--- src/rtl/bin_to_bcd4_if.sv ---
// bin_to_bcd4 request/result bundle.
// master drives val/start; slave returns busy/done/bcd/ovf.
interface bin_to_bcd4_if #(
  parameter int IN_W = 32
);
  logic [IN_W-1:0] val;
  logic            start;
  logic            busy;
  logic            done;
  logic [15:0]     bcd;
  logic            ovf;

  modport master (
    output val, start,
    input  busy, done, bcd, ovf
  );

  modport slave (
    input  val, start,
    output busy, done, bcd, ovf
  );
endinterface

--- src/rtl/bin_to_bcd4.sv ---
// Clamp-to-9999 double-dabble binary-to-BCD converter.
// Ports: clk, rst_n (async low), bus (slave: val/start in, busy/done/bcd/ovf out).
module bin_to_bcd4 #(
  parameter int IN_W    = 32,
  parameter int MAX_VAL = 9999
) (
  input  logic        clk,
  input  logic        rst_n,
  bin_to_bcd4_if.slave bus
);

  typedef enum logic [1:0] {
    S_IDLE,
    S_SHIFT,
    S_DONE
  } state_t;

  localparam logic [IN_W-1:0] MAX_W  = IN_W'(MAX_VAL);
  localparam logic [13:0]     MAX_14 = 14'(MAX_VAL);

  state_t      state_q;
  state_t      state_d;
  logic        accept;
  logic        over;
  logic        busy_d;
  logic        done_d;
  logic        busy_q;
  logic        done_q;
  logic [13:0] sh_q;
  logic [15:0] scr_q;
  logic [15:0] scr_adj;
  logic [3:0]  cnt_q;
  logic        pend_q;
  logic [15:0] bcd_q;
  logic        ovf_q;

  assign over = bus.val > MAX_W;

  always_ff @(posedge clk or negedge rst_n) begin
    if (!rst_n) state_q <= S_IDLE;
    else        state_q <= state_d;
  end

  always_comb begin
    state_d = state_q;
    unique case (state_q)
      S_IDLE:  if (bus.start) state_d = S_SHIFT;
      S_SHIFT: if (cnt_q == 4'd13) state_d = S_DONE;
      S_DONE:  state_d = S_IDLE;
      default: state_d = S_IDLE;
    endcase
  end

  // busy lingers through the cycle after DONE so it
  // overlaps the done pulse.
  always_comb begin
    accept = (state_q == S_IDLE) && bus.start;
    done_d = (state_q == S_DONE);
    busy_d = (state_d != S_IDLE) || done_d;
  end

  always_comb begin
    scr_adj = scr_q;
    for (int i = 0; i < 4; i++) begin
      if (scr_q[4*i +: 4] >= 4'd5)
        scr_adj[4*i +: 4] = scr_q[4*i +: 4] + 4'd3;
    end
  end

  always_ff @(posedge clk or negedge rst_n) begin
    if (!rst_n) begin
      sh_q   <= '0;
      scr_q  <= '0;
      cnt_q  <= '0;
      pend_q <= 1'b0;
      bcd_q  <= '0;
      ovf_q  <= 1'b0;
      busy_q <= 1'b0;
      done_q <= 1'b0;
    end else begin
      busy_q <= busy_d;
      done_q <= done_d;
      if (accept) begin
        sh_q   <= over ? MAX_14 : bus.val[13:0];
        scr_q  <= '0;
        pend_q <= over;
        cnt_q  <= '0;
      end else if (state_q == S_SHIFT) begin
        {scr_q, sh_q} <= {scr_adj[14:0], sh_q, 1'b0};
        cnt_q         <= cnt_q + 4'd1;
      end
      if (state_q == S_DONE) begin
        bcd_q <= scr_q;
        ovf_q <= pend_q;
      end
    end
  end

  assign bus.busy = busy_q;
  assign bus.done = done_q;
  assign bus.bcd  = bcd_q;
  assign bus.ovf  = ovf_q;

endmodule

--- src/flat_wrapper.sv ---
// flat-port wrapper written by rule: the top's interface ports become plain ports
module bin_to_bcd4_flat 
#(
  parameter int IN_W    = 32,
  parameter int MAX_VAL = 9999
)
  (clk, rst_n, bus_val, bus_start, bus_busy, bus_done, bus_bcd, bus_ovf);
  bin_to_bcd4_if #(.IN_W(IN_W)) bus_i ();
  input  logic clk;
  input  logic rst_n;
  input wire logic [$bits(bus_i.val)-1:0] bus_val;
  input wire logic [$bits(bus_i.start)-1:0] bus_start;
  output wire logic [$bits(bus_i.busy)-1:0] bus_busy;
  output wire logic [$bits(bus_i.done)-1:0] bus_done;
  output wire logic [$bits(bus_i.bcd)-1:0] bus_bcd;
  output wire logic [$bits(bus_i.ovf)-1:0] bus_ovf;
  assign bus_i.val = bus_val;
  assign bus_i.start = bus_start;
  assign bus_busy = bus_i.busy;
  assign bus_done = bus_i.done;
  assign bus_bcd = bus_i.bcd;
  assign bus_ovf = bus_i.ovf;
  bin_to_bcd4 #(.IN_W(IN_W), .MAX_VAL(MAX_VAL)) u_core (.clk(clk), .rst_n(rst_n), .bus(bus_i));
endmodule
--- config.mk ---
export PLATFORM = sky130hd
export DESIGN_NAME = bin_to_bcd4_flat
export DESIGN_NICKNAME = d
export VERILOG_FILES = /design/src/rtl/bin_to_bcd4_if.sv /design/src/rtl/bin_to_bcd4.sv /design/src/flat_wrapper.sv
export SDC_FILE = /design/constraint.sdc
export NUM_CORES = 1
export LEC_CHECK = 0
export ABC_AREA = 0
export BUFFER_PORTS_ARGS = -buffer_cell sky130_fd_sc_hd__buf_2
export CAP_MARGIN = 5
export CELL_PAD_IN_SITES_DETAIL_PLACEMENT = 1
export CELL_PAD_IN_SITES_GLOBAL_PLACEMENT = 1
export CORE_MARGIN = 2
export CORE_UTILIZATION = 35
export CTS_BUF_LIST = sky130_fd_sc_hd__clkbuf_4
export DETAILED_ROUTE_END_ITERATION = 6
export GPL_TIMING_DRIVEN = 0
export PLACE_DENSITY_LB_ADDON = 0.1
export SLEW_MARGIN = 20
export SYNTH_ARGS = -nofsm -noshare
export SYNTH_HDL_FRONTEND = slang
export SYNTH_SLANG_ARGS = --single-unit
--- constraint.sdc ---
create_clock -name clk -period 1.47 [get_ports clk]
set_input_delay 0.147 -clock clk [delete_from_list [all_inputs] [get_ports clk]]
set_output_delay 0.147 -clock clk [all_outputs]
set_load 0.03 [all_outputs]
Word level (Yosys, flattened, before mapping)
Index checks and enable logic that the tools add are counted.

word-level totals
  flip-flop bits (word level) = 56
  bits of input ports = 35
  output and inout bits = 19
  logic and storage cells = 41

cells by class
  add/subtract/negate cells = 5
  $lt $le $gt $ge = 5
  equal/unequal tests = 3
  muxes and demuxes = 14
  reductions and logical operators = 5

operators with widths
  cell                    count
  $mux W14                3
  $gt A32 B14 Y1 const B  1
  $mux W16                2
  $mux W4                 5
  $ge A4 B3 Y1 const B    4
  $add A4 B2 Y4 const B   3
  $add A4 B1 Y4 const B   1
  $eq A4 B4 Y1 const B    1
  $mux W2                 2
  $pmux W2 S2             1
  $reduce_bool A2 Y1      2
  $add A3 B2 Y3 const B   1
  $mux W3                 1
  $eq A2 B1 Y1 const B    1
  $eq A2 B2 Y1 const B    1
  $logic_not A2 Y1        1
  $logic_and A1 B1 Y1     1
  $logic_or A1 B1 Y1      1

Depth between registers and ports, before layout
Gate-level depths: netlist (run 1).

  depth after elaboration = 5
  mapped depth = 7
  mapped depth without buffers = 6

Worst setup path after synthesis (run 1)
OpenSTA, ideal clock, no wires.

  path kind = flip-flop to flip-flop
  start = register u_core.state_q[1]
  end = register u_core.bcd_q[2], in the netlist u_core.bus.bcd[2]
  setup time = 0.125 ns
  arrival = 1.429 ns
  data required time = 1.345 ns
  slack = -0.083 ns
  stages on the path, launching flop included = 6
  buffers on the path = 3
  period minus slack after synthesis = 1.553 ns
  cell sequence = dfrtp_1 clkbuf_1 nand2b_1 clkbuf_1 buf_2 mux2_2

on the way
  word-level cells in the longest chain between the ends = 1

RTL lines
  element                   line               RTL
  start: declaration        bin_to_bcd4.sv:21  state_t state_q;
  start signal: assignment  bin_to_bcd4.sv:41  else state_q <= state_d;
  $eq A2 B2 Y1              bin_to_bcd4.sv:92  if (state_q == S_DONE) begin
  end signal: assignment    bin_to_bcd4.sv:93  bcd_q <= scr_q;
  end: declaration          bin_to_bcd4.sv:34  logic [15:0] bcd_q;

Every way passes these cells.
A chain may end at the register's enable or synchronous reset.

Worst setup path after layout (run 1)
  start = register u_core.state_q[1]
  end = register u_core.sh_q[1]

on the way
  word-level cells in the longest chain between the ends = 3
  elaborated cells between the ends (all ways) = 5
  those cells by class = eq/ne (1); mux (1); reduce/logical (3)

RTL lines
  element                                                line               RTL
  $logic_not A2 Y1                                       bin_to_bcd4.sv:57  accept = (state_q == S_IDLE) && bus.start;
  $logic_and A1 B1 Y1                                    bin_to_bcd4.sv:57
  $mux W14 / $reduce_bool A2 Y1 (equally long branches)  -
  end signal: assignment                                 bin_to_bcd4.sv:84  sh_q <= over ? MAX_14 : bus.val[13:0];
  end signal: assignment                                 bin_to_bcd4.sv:89  {scr_q, sh_q} <= {scr_adj[14:0], sh_q, 1'b0};
  end: declaration                                       bin_to_bcd4.sv:29  logic [13:0] sh_q;

Several ways; a longest one is shown, not always the timed one.

==> results of run 1 <==
-- timing repair --
item,CTS,global route
pin swaps,7,10
hold buffers,3,0
endpoints found under the setup margin,49,39
gates resized for setup,37,31
setup buffers,13,8
endpoints found under the hold margin,58,0
-- registers in the layout, indices dropped and copies added, names as in the netlist --
register         count
u_core.sh_q         14
u_core.cnt_q         4
u_core.bus.busy      1
u_core.bus.ovf       1
u_core.bus.done      1
u_core.state_q       2
u_core.bus.bcd      16
u_core.scr_q        16
u_core.pend_q        1
-- critical path, delay by kind of cell (launching register included) --
family,cells,cell delay (ps)
compound gates,1,150
buf+inv,1,150
flops,1,520
simple gates,3,590
-- kinds of logic after synthesis --
| kind of cell | after synthesis | synth area share |
|---|---|---|
| muxes | 13 | 0.05426 |
| xor gates and xnor gates | 7 | 0.02292 |
| DFF | 56 | 0.5239 |
| buffers and inverters | 25 | 0.03648 |
| AOI/OAI and AO/OA | 78 | 0.1871 |
| adders and majority gates | 10 | 0.04677 |
| and+or+nand+nor | 59 | 0.1286 |
-- cell type report --
| class | instances | area (µm²) |
|---|---|---|
| Fill cell | 826 | 3820 |
| Sequential cell | 56 | 1404 |
| Multi-Input combinational cell | 167 | 1355 |
| Timing Repair Buffer | 77 | 459.2 |
| Tap cell | 99 | 123.9 |
| Buffer | 10 | 71.32 |
| Inverter | 11 | 41.29 |
| Clock buffer | 5 | 37.54 |
| Clock inverter | 3 | 18.77 |
-- power by group through the flow --
stage                     registers, W  clock network (W)  logic, W
after floorplan                0.00302                  0   0.00194
after global placement         0.00270                  0   0.00306
after detailed placement       0.00271                  0   0.00315
after CTS                      0.00274           0.000735   0.00357
after global routing           0.00288           0.000783   0.00445
final                          0.00278           0.000707   0.00404
-- per-stage QoR --
step	cell area (µm²)	TNS (ps)	hold WS, ps	std cells	total power, W
2_1_floorplan	2700	-53.33	-148.6	248	0.004957
3_3_place_gp	3089	-12110	404.7	400	0.005759
3_5_place_dp	3092	-12520	264.7	400	0.005865
4_1_cts	3363	-333.0	1.567	421	0.007043
5_1_grt	3511	-1693	31.30	428	0.008114
6_report	3511	-276.0	21.68	428	0.007527
-- routing by layer --
| layer | global-route usage | vias up | routed length [µm] |
|---|---|---|---|
| met5 | 0 | - | 0 |
| met4 | 0.03788 | 0 | 69 |
| met3 | 0.02739 | 5 | 249 |
| met2 | 0.2855 | 55 | 3203 |
| met1 | 0.2261 | 1116 | 3271 |
| li1 | - | 1074 | - |
-- cells in the mapped netlist, types with 4 or more instances --
cell type | instances | share of area
xnor2_1 | 4 | 0.013
o211ai_1 | 4 | 0.011
o31ai_1 | 5 | 0.014
a21oi_1 | 11 | 0.021
a31oi_1 | 4 | 0.0094
o22ai_1 | 4 | 0.0094
o21ai_0 | 26 | 0.049
o221ai_1 | 4 | 0.013
ha_1 | 10 | 0.047
nand2_1 | 20 | 0.028
o21ai_1 | 4 | 0.0075
nand2b_1 | 7 | 0.016
nand3_1 | 6 | 0.011
a32o_1 | 4 | 0.015
dfrtp_1 | 56 | 0.52
inv_1 | 11 | 0.015
nor2_1 | 4 | 0.0056
mux2_2 | 12 | 0.051
clkbuf_1 | 11 | 0.015
nor4_1 | 6 | 0.014
-- worst paths after layout --
kind	from	to	slack, ps	depth (start not counted)
worst max-delay path	u_core.state_q[1]	u_core.sh_q[1]	-50	5
worst min-delay path	bus_val[6]	u_core.sh_q[6]	20	3
worst max register to register	u_core.state_q[1]	u_core.sh_q[1]	-50	5
worst min register to register	u_core.bus.bcd[5]	u_core.bus.bcd[5]	490	2
max in group asynchronous	rst_n	u_core.state_q[1]	600	2
min in group asynchronous	rst_n	u_core.bus.bcd[10]	320	2
==> key figures, run 1 <==
Status
  – Outcome: complete, but fails checks
  – Failing checks: negative setup slack

Routing
  – Routed wire length per instance: 15.87 µm
  – First DRT Iteration DRCs: 101
  – Via count: between 2000 and 2500
  – Detail Route Antenna Nets: 0
  – Pre-antenna DRT Iters: 4
  – Final WL: 6.793 mm
  – # DRC: 0
  – Post-DR vias/cell: 5.257

Power
  – Combinational power share: 0.537
  – NetSw: 0.003190 W
  – Cell Int Power: ~0.0043 W
  – Max VDD drop: around 610 µV
  – Power per cell area: 2144 nW/µm²
  – Sequential power share: 0.369
  – Clk pwr share: 0.094
  – Leakage: 1.592 nW
  – Switch share: 0.4239

STA
  – Crit share post-route: 1.034
  – Final setup viols: 10
  – Setup ws final: -50.26 ps
  – Post-route minimum period: 1520 ps
  – Final hold vios: 0
  – Clock Skews: between 15 and 20 ps
  – Fin. max-slew vios: 0
  – Max_slew headroom: 0.5107
  – Slew @ Worst Pin: 734.0 ps
  – Max Freq: 0.6578 GHz
  – RSZ-0062 raised after global routing: true

CTS
  – TritonCTS buffer count: 5
  – Clock Tree Root: clkbuf_4
  – Clock transition at the registers of the reported paths: approximately 180 ps
  – H-tree depth: 2
  – TritonCTS clock tree: yes
  – # clock sinks: between 50 and 60
  – Clk_lat worst skew: 390 ps
  – CTS Buffer Depth: 2

Critical path
  – Critical-path cell list: nor3b_4, nand2_2, buf_4, nor4_4, a31oi_1
  – Worst endpoint required time: approximately 1700 ps
  – Critical Path Start Type: register
  – Slowest-stage cell, CP: dfrtp_2
  – CP endpoint kind: register
  – Arr. time, crit path: 1780 ps
  – CP Class: register to register
  – Max stage delay on crit path: 520 ps
  – Crit Path Max Fanout: 8

Global routing
  – Largest net degree at the start of global routing: 57
  – First-pass GRT wire length: 11.30 mm
  – GRT overflow: 0
  – Number of global-route vias before repair: around 2300
  – Initial antenna violation count: 0
  – Total GRT Usage: 0.1686

Layout
  – # diodes: 0
  – Area growth, synth to finish: 31.24%
  – Layout cell share with drive strength beyond 1: 0.4438
  – Nets: 373
  – Most frequent cells in the layout: 54 x dfrtp_1, 52 x buf_2, 24 x buf_4, 22 x o21ai_0, 19 x nand2_1
  – Post-layout util: 0.4789
  – Commonest non-fill, non-tap cell in the layout: dfrtp_1

Floorplan
  – Row cnt: 31
  – Io pins: 54
  – Initial Utilization: 0.3649
  – Die width: about 91 µm
  – Die area: 8359 µm²
  – Core Box Area: 7331 µm²
  – Die Y: slightly above 90 µm

Yosys
  – Post-Synthesis Cells: between 200 and 250
  – Synth Flop Type: dfrtp_1
  – Flops & latches, synth: 56
  – Synthesized area: around 2700 µm²
  – Post-synth cell types: between 40 and 50
  – Ys async rst share: 1.000
  – Warning count from the yosys run: 0
  – Syn nets: just under 300
  – Register area share after synthesis: 0.5239
  – Synthesized area per cell: 10.79 µm²
  – Post-synth EDFFs: 0

Placed design
  – RD Place Congestion: just over 0.7
  – Hpwl dp: 4.577 mm
  – IO Port Bufs: 53
  – Pre-CTS setup slack: -436.1 ps

Run
  – Max cap viols: 0

Worst hold path
  – Hold WC Path Type: input pin to register
Power figures use the tool's default switching activity.
==> run 2: changes to the inputs <==
Clock period 1.47 ns to 1.7 ns, I/O delays scaled along.
==> run 2 against run 1 <==
The run now ends clean. Routed wire length is 5.7% lower. Non-clock buffer count decreased by 17. Via count fell by 4.6%. Flip-flop and latch count did not move. Die area stayed put. First-iteration DRC count shrank 31%. Sequential power decreased by 16%. Sequential share of layout area up 3.3 points. Critical path depth is the same. Clock power down 19%.
==> key figures, run 2 (synthesis results as in run 1) <==
Global routing
  – Number of global-route vias before repair: 2193 (-5.1%)
  – First-pass GRT wire length: 11.05 mm (-2.1%)
  – Largest net degree at the start of global routing: 57 (unchanged)
  – GRT overflow: 0 (unchanged)
  – Initial antenna violation count: 0 (unchanged)
  – Total GRT Usage: 0.1656 (-0.002994)

Power
  – Max VDD drop: 498.2 µV (-18%)
  – Leakage: 1.486 nW (-6.7%)
  – Power per cell area: 1773 nW/µm² (-17%)
  – Final Power: 0.005745 W (-24%)

Routing
  – # DRC: 0 (unchanged)
  – Top sig layer: met4
  – Met3 WL post-DR: 218 µm (-12%)
  – Detail Route Antenna Nets: 0 (unchanged)
  – Pre-antenna DRT Iters: 4 (unchanged)
  – Via count: 2147 (-4.6%)
  – Post-DR vias/cell: 5.224 (-0.63%)
  – First DRT Iteration DRCs: 70 (-31%)
  – Wl on met1: 3.100 mm (-5.2%)
  – Met2 wire length: 3.023 mm (-5.6%)
  – Final WL: 6.408 mm (-5.7%)
  – Routed wire length per instance: 15.59 µm (-1.8%)

STA
  – Final hold vios: 0 (unchanged)
  – Max Freq: 0.6335 GHz (-3.7%)
  – Slew @ Worst Pin: 736.4 ps (+2.371 ps)
  – Crit share post-route: 0.9285 (-0.1057)
  – Max_slew headroom: 0.5091 (-0.001581)
  – Fin. max-slew vios: 0 (unchanged)
  – Clock Skews: 2.362 ps (-15.85 ps)
  – Final setup viols: 0 (-10)
  – Post-route minimum period: 1578 ps (+58.18 ps)

Floorplan
  – Io pins: 54 (unchanged)
  – Die Y: 91.43 µm (unchanged)
  – Core Box Area: 7331 µm² (unchanged)
  – Die width: 91.43 µm (unchanged)
  – Initial Utilization: 0.3649 (unchanged)
  – Row cnt: 31 (unchanged)
  – Die area: 8359 µm² (unchanged)

Critical path
  – Reg2reg path depth: 5 (unchanged)
  – Reg-to-reg endpoint: u_core.sh_q[5]
  – CP Class: register to register
  – Critical-path cell list: buf_2, nor3b_4, nand2_2, or4_4, o21ai_1
  – Crit Path Max Fanout: 9 (+1)
  – Crit path max-delay family: simple AND/OR/NAND/NOR gates
  – Critical Path Start Type: register
  – Worst reg-to-reg setup slack: 120 ps (+170 ps)
  – Worst endpoint required time: 2010 ps (+280 ps)
  – Buf+Inv Stages, Crit Path: 1 (unchanged)
  – Arr. time, crit path: 1890 ps (+110 ps)
  – Worst r2r src: u_core.state_q[0]
  – Slowest-stage cell, CP: or4_4
  – Max stage delay on crit path: 470 ps (-50 ps)
  – CP endpoint kind: register

Worst hold path
  – HP Start: bus_val[7]
  – WHS Endpoint: u_core.sh_q[7]
  – Hold-critical path depth: 3 (unchanged)
  – Hold WC Path Type: input pin to register

Layout
  – Most frequent cells in the layout: 56 x buf_2, 55 x dfrtp_1, 25 x o21ai_0, 19 x nand2_1, 12 x mux2_2
  – Layout cell share with drive strength beyond 1: 0.3590 (-0.08479)
  – Commonest non-fill, non-tap cell in the layout: buf_2
  – # diodes: 0 (unchanged)
  – Post-layout util: 0.4421 (-0.03687)
  – FILL cells: 848 (+2.7%)
  – Area growth, synth to finish: 21.14%
  – Nets: 356 (-4.6%)

CTS
  – Clock transition at the registers of the reported paths: 160 ps (-20 ps)
  – # clock sinks: 56 (unchanged)
  – Clk_lat worst skew: 370 ps (-20 ps)
  – H-tree depth: 2 (unchanged)
  – TritonCTS clock tree: yes
  – CTS Buffer Depth: 2 (unchanged)
  – TritonCTS buffer count: 5 (unchanged)
  – Clock Tree Root: clkbuf_4

Run
  – Max cap viols: 0 (unchanged)

Status
  – Outcome: finished, final reports clean

Placed design
  – IO Port Bufs: 53 (unchanged)
  – Hpwl dp: 4.611 mm (+0.73%)
  – RD Place Congestion: 0.7335 (+1.4%)
## run 2: cell types whose count changed in the layout (fill, tap and decap cells not counted), sizes merged
cell         previous run  this run
clkbuf                 11        12
clkinv                  1         3
buf                    78        61
clkinvlp                2         0
dlygate4sd3             3         2
## run 2: how the worst max path moves through the flow
stage                      startpoint           endpoint  cells past startpoint
global route          u_core.scr_q[4]    u_core.scr_q[6]                      6
CTS                 u_core.state_q[0]     u_core.sh_q[5]                      6
global placement    u_core.state_q[1]     u_core.sh_q[7]                      5
finish              u_core.state_q[0]     u_core.sh_q[5]                      5
detailed placement  u_core.state_q[1]     u_core.sh_q[6]                      5
floorplan           u_core.state_q[1]  u_core.bus.bcd[2]                      5
## run 2: final cells by class
cell class	count	area, µm²	share of cell area
inverters	11	41.29	0.01274
well taps	99	123.9	0.03822
clock buffers	5	37.54	0.01158
multi-input cells	167	1247	0.3849
plain buffers	11	56.30	0.01737
repair buffers	59	317.8	0.09807
flip-flops and latches	56	1403	0.4328
clock inverters	3	13.76	0.004247
## run 2: layer usage
layer  global-route usage  vias to the layer above
met2               0.2721                       50
met1               0.2292                     1056
li1                     -                     1035
met5                    0                        -
met3              0.02739                        6
met4              0.03788                        0
## run 2: repair_timing
action,CTS,global route
hold buffers,2,0
resized for setup,14,21
gates cloned,0,0
endpoints found under the hold margin,57,0
endpoints found under the setup margin,48,24
setup buffers,0,4
pin swaps,0,3
## run 2: power by group
part,switching [W],internal (W),leakage (nW)
Combinational,0.00161,0.00122,0.762
Sequential,0.000431,0.00191,0.691
Clock,0.000419,0.000154,0.0324
## run 2: tightest hold or removal path: cells and delay by family
kind                   cells  cell delay, ps
buffers and inverters      1             110
AOI/OAI and AO/OA          2             140
## run 2: metrics by stage
step                      TNS, ps  setup slack [ps]  instance area [µm²]  hold slack [ps]  instances
final                           0             121.6                 3241            69.16        411
after global routing       -3.876            -3.876                 3241            49.77        411
after CTS                       0            0.3868                 3162            48.26        407
after detailed placement    -6908            -328.9                 3067            286.3        400
after global placement      -6213            -349.6                 3064            419.0        400
after floorplan                 0             146.5                 2675           -125.6        248
